[src/rtl/if_fetch_unit.sv]
// Instruction fetch stage feeding the IF/ID register: one outstanding imem request, registered {pc, instr, valid}.
// Response-to-output takes one cycle. Under stall a late response parks in a one-entry skid, and a redirect flushes everything.
module if_fetch_unit #(
    parameter logic [31:0] RESET_PC  = 32'h0000_0000,
    parameter logic [31:0] NOP_INSTR = 32'h0000_0013
) (
    input  logic        clk,
    input  logic        rst,
    input  logic        stall_i,
    input  logic        redirect_i,
    input  logic [31:0] redirect_pc_i,
    output logic        imem_req_o,
    output logic [31:0] imem_addr_o,
    input  logic        imem_rvalid_i,
    input  logic [31:0] imem_rdata_i,
    output logic [31:0] pc_from_if,
    output logic [31:0] instruction_from_if,
    output logic        if_valid_o
);

    typedef enum logic [1:0] {
        ST_ISSUE = 2'd0,
        ST_WAIT  = 2'd1,
        ST_HOLD  = 2'd2,
        ST_DROP  = 2'd3
    } state_t;

    state_t      r_state;
    state_t      w_state_nxt;

    logic [31:0] r_fetch_pc;
    logic [31:0] r_out_pc;
    logic [31:0] r_out_instr;
    logic        r_out_vld;
    logic [31:0] r_skid_pc;
    logic [31:0] r_skid_instr;
    logic        r_skid_vld;

    logic        w_can_load;
    logic        w_rsp;
    logic        w_load_rsp;
    logic        w_to_skid;
    logic        w_load_skid;
    logic [31:0] w_redir_pc;

    assign w_can_load = !r_out_vld || !stall_i;
    assign w_rsp      = (r_state == ST_WAIT) && imem_rvalid_i;
    assign w_redir_pc = redirect_pc_i & ~32'h0000_0003;

    // State register
    always_ff @(posedge clk) begin
        if (rst) begin
            r_state <= ST_ISSUE;
        end else begin
            r_state <= w_state_nxt;
        end
    end

    // Next-state logic; redirect wins over stall and response
    always_comb begin
        w_state_nxt = r_state;
        if (redirect_i) begin
            case (r_state)
                ST_ISSUE: w_state_nxt = ST_DROP;
                ST_WAIT:  w_state_nxt = imem_rvalid_i ? ST_ISSUE : ST_DROP;
                ST_DROP:  w_state_nxt = imem_rvalid_i ? ST_ISSUE : ST_DROP;
                ST_HOLD:  w_state_nxt = ST_ISSUE;
                default:  w_state_nxt = ST_ISSUE;
            endcase
        end else begin
            case (r_state)
                ST_ISSUE: w_state_nxt = ST_WAIT;
                ST_WAIT: begin
                    if (imem_rvalid_i) begin
                        w_state_nxt = w_can_load ? ST_ISSUE : ST_HOLD;
                    end
                end
                ST_HOLD: begin
                    if (!stall_i) begin
                        w_state_nxt = ST_ISSUE;
                    end
                end
                ST_DROP: begin
                    if (imem_rvalid_i) begin
                        w_state_nxt = ST_ISSUE;
                    end
                end
                default: w_state_nxt = ST_ISSUE;
            endcase
        end
    end

    // Output / datapath-control decode
    always_comb begin
        imem_req_o  = (r_state == ST_ISSUE) && !rst;
        imem_addr_o = imem_req_o ? r_fetch_pc : 32'h0000_0000;
        w_load_rsp  = w_rsp && w_can_load && !redirect_i;
        w_to_skid   = w_rsp && !w_can_load && !redirect_i;
        w_load_skid = (r_state == ST_HOLD) && r_skid_vld && !stall_i && !redirect_i;
    end

    // Fetch PC, skid entry and the registered IF/ID-side output
    always_ff @(posedge clk) begin
        if (rst) begin
            r_fetch_pc   <= RESET_PC;
            r_out_pc     <= 32'h0000_0000;
            r_out_instr  <= NOP_INSTR;
            r_out_vld    <= 1'b0;
            r_skid_pc    <= 32'h0000_0000;
            r_skid_instr <= NOP_INSTR;
            r_skid_vld   <= 1'b0;
        end else if (redirect_i) begin
            r_fetch_pc  <= w_redir_pc;
            r_out_pc    <= 32'h0000_0000;
            r_out_instr <= NOP_INSTR;
            r_out_vld   <= 1'b0;
            r_skid_vld  <= 1'b0;
        end else begin
            if (w_rsp) begin
                r_fetch_pc <= r_fetch_pc + 32'd4;
            end
            if (w_load_rsp) begin
                r_out_pc    <= r_fetch_pc;
                r_out_instr <= imem_rdata_i;
                r_out_vld   <= 1'b1;
            end else if (w_load_skid) begin
                r_out_pc    <= r_skid_pc;
                r_out_instr <= r_skid_instr;
                r_out_vld   <= 1'b1;
                r_skid_vld  <= 1'b0;
            end else if (!stall_i) begin
                r_out_pc    <= 32'h0000_0000;
                r_out_instr <= NOP_INSTR;
                r_out_vld   <= 1'b0;
            end
            if (w_to_skid) begin
                r_skid_pc    <= r_fetch_pc;
                r_skid_instr <= imem_rdata_i;
                r_skid_vld   <= 1'b1;
            end
        end
    end

    assign pc_from_if          = r_out_pc;
    assign instruction_from_if = r_out_instr;
    assign if_valid_o          = r_out_vld;

endmodule

[config.mk]
export PLATFORM = sky130hd
export DESIGN_NAME = if_fetch_unit
export DESIGN_NICKNAME = d
export VERILOG_FILES = /design/src/rtl/if_fetch_unit.sv
export SDC_FILE = /design/constraint.sdc
export NUM_CORES = 1
export LEC_CHECK = 0
export CAP_MARGIN = 20
export CORE_ASPECT_RATIO = 0.9
export CORE_MARGIN = 5
export CORE_UTILIZATION = 54
export DETAILED_ROUTE_END_ITERATION = 8
export DONT_BUFFER_PORTS = 1
export PLACE_DENSITY_LB_ADDON = 0.15
export SYNTH_ARGS = -nofsm -noshare
export SYNTH_HDL_FRONTEND = slang
export SYNTH_SLANG_ARGS = --single-unit
[constraint.sdc]
create_clock -name clk -period 2.4 [get_ports clk]
set_clock_uncertainty 0.05 [all_clocks]
set_input_delay 0.48 -clock clk [delete_from_list [all_inputs] [get_ports clk]]
set_output_delay 0.48 -clock clk [all_outputs]
set_load 0.01 [all_outputs]
==> flow_summary.yaml <==
outcome:
  outcome: "finished, final reports clean"
clock_tree:
  cts_resized: 0
  cts_made_buffers: 17
  clk_latency_ns: 0.43
  cts_htree_levels: 4
  clock_path_buffers: 2
  cts_tree: "done"
  cts.sinks: 158
  ctsHoldBuffers: 0
  clock-root-buffer: "clkbuf_16"
  cts.reportedPaths.clkPinSlew_ns: 0.06
  cts_setup_buffers: 0
finish:
  layoutNonFillerInstCount: 1081
  syn2layout_area_growth_pct: 11.41
  nFillCells: 1123
  drive_gt1_frac: 0.09706
  stdcell_area_mm2: 0.007893
  nNetsFinal: 974
  fin_util: 0.6173
  antennaDiodeCount: 0
pwr:
  leakagePower_nw: 2.497
  swShare: 0.2141
  power_mw: 6.045
  power_density_mw_per_mm2: 765.9
  combPwrFrac: 0.059
  power.share.clock: 0.488
  peakVddDrop_v: 0.0005184
  p_switching_mw: 1.295
  p_int_mw: 4.751
  p_seq_frac: 0.453
yosys:
  syn-cell-area_mm2: 0.007084
  ys_seq_area_frac: 0.4465
  synthArstFlopShare: 0
  avgSynthCellArea_um2: 7.659
  synth_ff_type: "dfxtp_1"
  synth_edf_count: 0
  postSynthCellCount: 925
  synth.distinct_cells: 52
  yosysWarnings: 0
  ys_ff_latch: 158
setup_path:
  cp.arrival_ns: 2.54
  crit_chain: "nand4_2 -> or4_1 -> or4_1 -> a311oi_1"
  crit_path_start: "r_fetch_pc[18]"
  worstSetupStartpointType: "register"
  cpMostUsedCell: "or4_1"
  cp_max_fo: 10
  critPathCaptureType: "register"
  cp.required_ns: 2.68
  crit_type: "register to register"
  crit_slowest_cell: "or4_1"
  r2r_start: "r_fetch_pc[18]"
  critical_path.max_stage_delay_ns: 0.73
sta:
  fin_setup_tns_ns: 0
  timing.final.ws_setup_ns: 0.1397
  setup_violations: 0
  min_period_ns: 2.260
  rsz0062_at_grt: "no"
  report.final.slew_viol_count: 0
  slew_headroom: 0.4272
  worst_pin_slew_ns: 0.8593
  hold_viol_final: 0
  fin_crit_sh: 0.9418
  whs_ns: 0.08815
  clock.fmax_ghz: 0.4424
min_path:
  hp-class: "input port to register"
  hold_start: "rst"
floorplanning:
  core_mm2: 0.01278
  fp.dieArea_mm2: 0.01551
  start_util: 0.5541
  die_w_um: 130.7
  rows: 39
  io_pins: 167
  die_h_um: 118.7
global_route:
  grt_usage: 0.2588
  grt_pass1_wl_mm: 32.15
  grt_pass1_vias: 6220
  antenna_found_initial: 0
  grt_max_degree: 103
  overflow: 0
placed_design:
  gp_congestion: 0.8657
  dpl.hpwl_mm: 13.30
  io_buffer_count: 0
  dpl_cell_area_mm2: 0.007236
  pre_cts_slack_ns: 0.1714
  dp.cells: 1049
detailed_routing:
  drt-initial-drc-count: 650
  wire_per_inst_um: 18.89
  drc: 0
  via_count: 6634
  dr.pass1.iters: 5
  vias_per_cell: 6.137
  wirelength_mm: 20.42
  ant_nets: 0
job:
  max_cap_viol_count: 0
Yosys cell counts, types with 3 or more instances:
cell type	n	area, um^2
o31ai_1	9	67.56
o21bai_1	4	30.03
or3_1	6	37.54
buf_4	4	30.03
nand3_1	72	360.4
or4_1	13	97.59
o21ai_0	10	50.05
a311oi_1	13	113.9
nand3b_1	6	45.04
clkbuf_1	67	251.5
a21oi_1	70	350.3
xnor2_1	8	70.07
a211oi_1	9	67.56
buf_6	8	90.09
a31oi_1	65	406.6
and4_1	3	26.28
buf_2	5	25.02
nor2_1	29	108.9
dfxtp_1	158	3163
nand2_1	266	998.5
and2_1	31	193.9
nand4_1	7	43.79
nor4_1	10	62.56
buf_1	3	11.26
nor3_1	7	35.03
inv_1	9	33.78
power by group through the flow:
stage          Combinational [mW]  Clock [mW]  Sequential (mW)
6_report                    0.358        2.95             2.74
3_5_place_dp                0.353           0             2.80
2_1_floorplan               0.298           0             2.78
4_1_cts                     0.355        2.99             2.74
5_1_grt                     0.389        3.12             2.74
3_3_place_gp                0.346           0             2.79
layer usage:
metal  part of all wire  GRT usage
met4              0.021    0.08290
met3              0.094    0.09066
met2               0.47     0.4031
met5                  0          0
met1               0.41     0.3360
cell usage in the layout, fill, tap and decap left out, types with 3 or more instances in the layout:
| cell type | netlist | layout |
|---|---|---|
| conb_1 | 1 | 4 |
| nand2_1 | 266 | 265 |
| inv_1 | 9 | 9 |
| a31oi_1 | 65 | 65 |
| a311oi_1 | 13 | 13 |
| nand3b_1 | 6 | 6 |
| o21ai_0 | 10 | 10 |
| nand4_1 | 7 | 7 |
| nor3_1 | 7 | 5 |
| clkbuf_16 | 0 | 17 |
| nand3_1 | 72 | 71 |
| bufinv_16 | 0 | 4 |
| o21bai_1 | 4 | 4 |
| or3_1 | 6 | 6 |
| dfxtp_1 | 158 | 158 |
| clkbuf_1 | 67 | 4 |
| xnor2_1 | 8 | 8 |
| buf_4 | 4 | 46 |
| a21oi_1 | 70 | 70 |
| a211oi_1 | 9 | 9 |
| or4_1 | 13 | 13 |
| clkbuf_8 | 0 | 7 |
| nor2_1 | 29 | 29 |
| and4_1 | 3 | 3 |
| and2_1 | 31 | 30 |
| o31ai_1 | 9 | 9 |
| nor4_1 | 10 | 10 |
final timing paths:
path	to	slack, ns	cells past startpoint
min reg2reg	r_skid_pc[19]	0.40	2
min	r_fetch_pc[17]	0.09	1
max reg2reg	r_fetch_pc[26]	0.14	4
max	r_fetch_pc[26]	0.14	4
kinds of logic after synthesis:
logic type                 share of synthesized area
DFF                                           0.4465
adders and majority gates                   0.001766
buffers and inverters                        0.06835
AOI/OAI and AO/OA                             0.1637
and+or+nand+nor                               0.3080
other                                      0.0005293
xor gates and xnor gates                     0.01113
critical path: cells and delay by family (launching register included):
kind / cells / cell delay, ns
AO/OA/AOI/OAI: 1 / 0.25
flip-flops: 1 / 0.46
AND/OR/NAND/NOR: 3 / 1.42
final cells by class:
class	count	area, um^2	area share
multi-input cells	671	3468	0.4394
flip-flops and latches	158	3163	0.4008
clock buffers	28	536.8	0.06801
repair buffers	47	365.4	0.04629
well taps	164	205.2	0.02600
clock inverters	4	120.1	0.01522
inverters	9	33.78	0.004280
state kept, by name, indices dropped and copies added (netlist names):
signal and count:
pc_from_if 30, r_fetch_pc 30, r_skid_vld 1, r_skid_instr 32
instruction_from_if 32, r_state 2, if_valid_o 1, r_skid_pc 30
No activity file was read; power rests on OpenSTA's default activity.
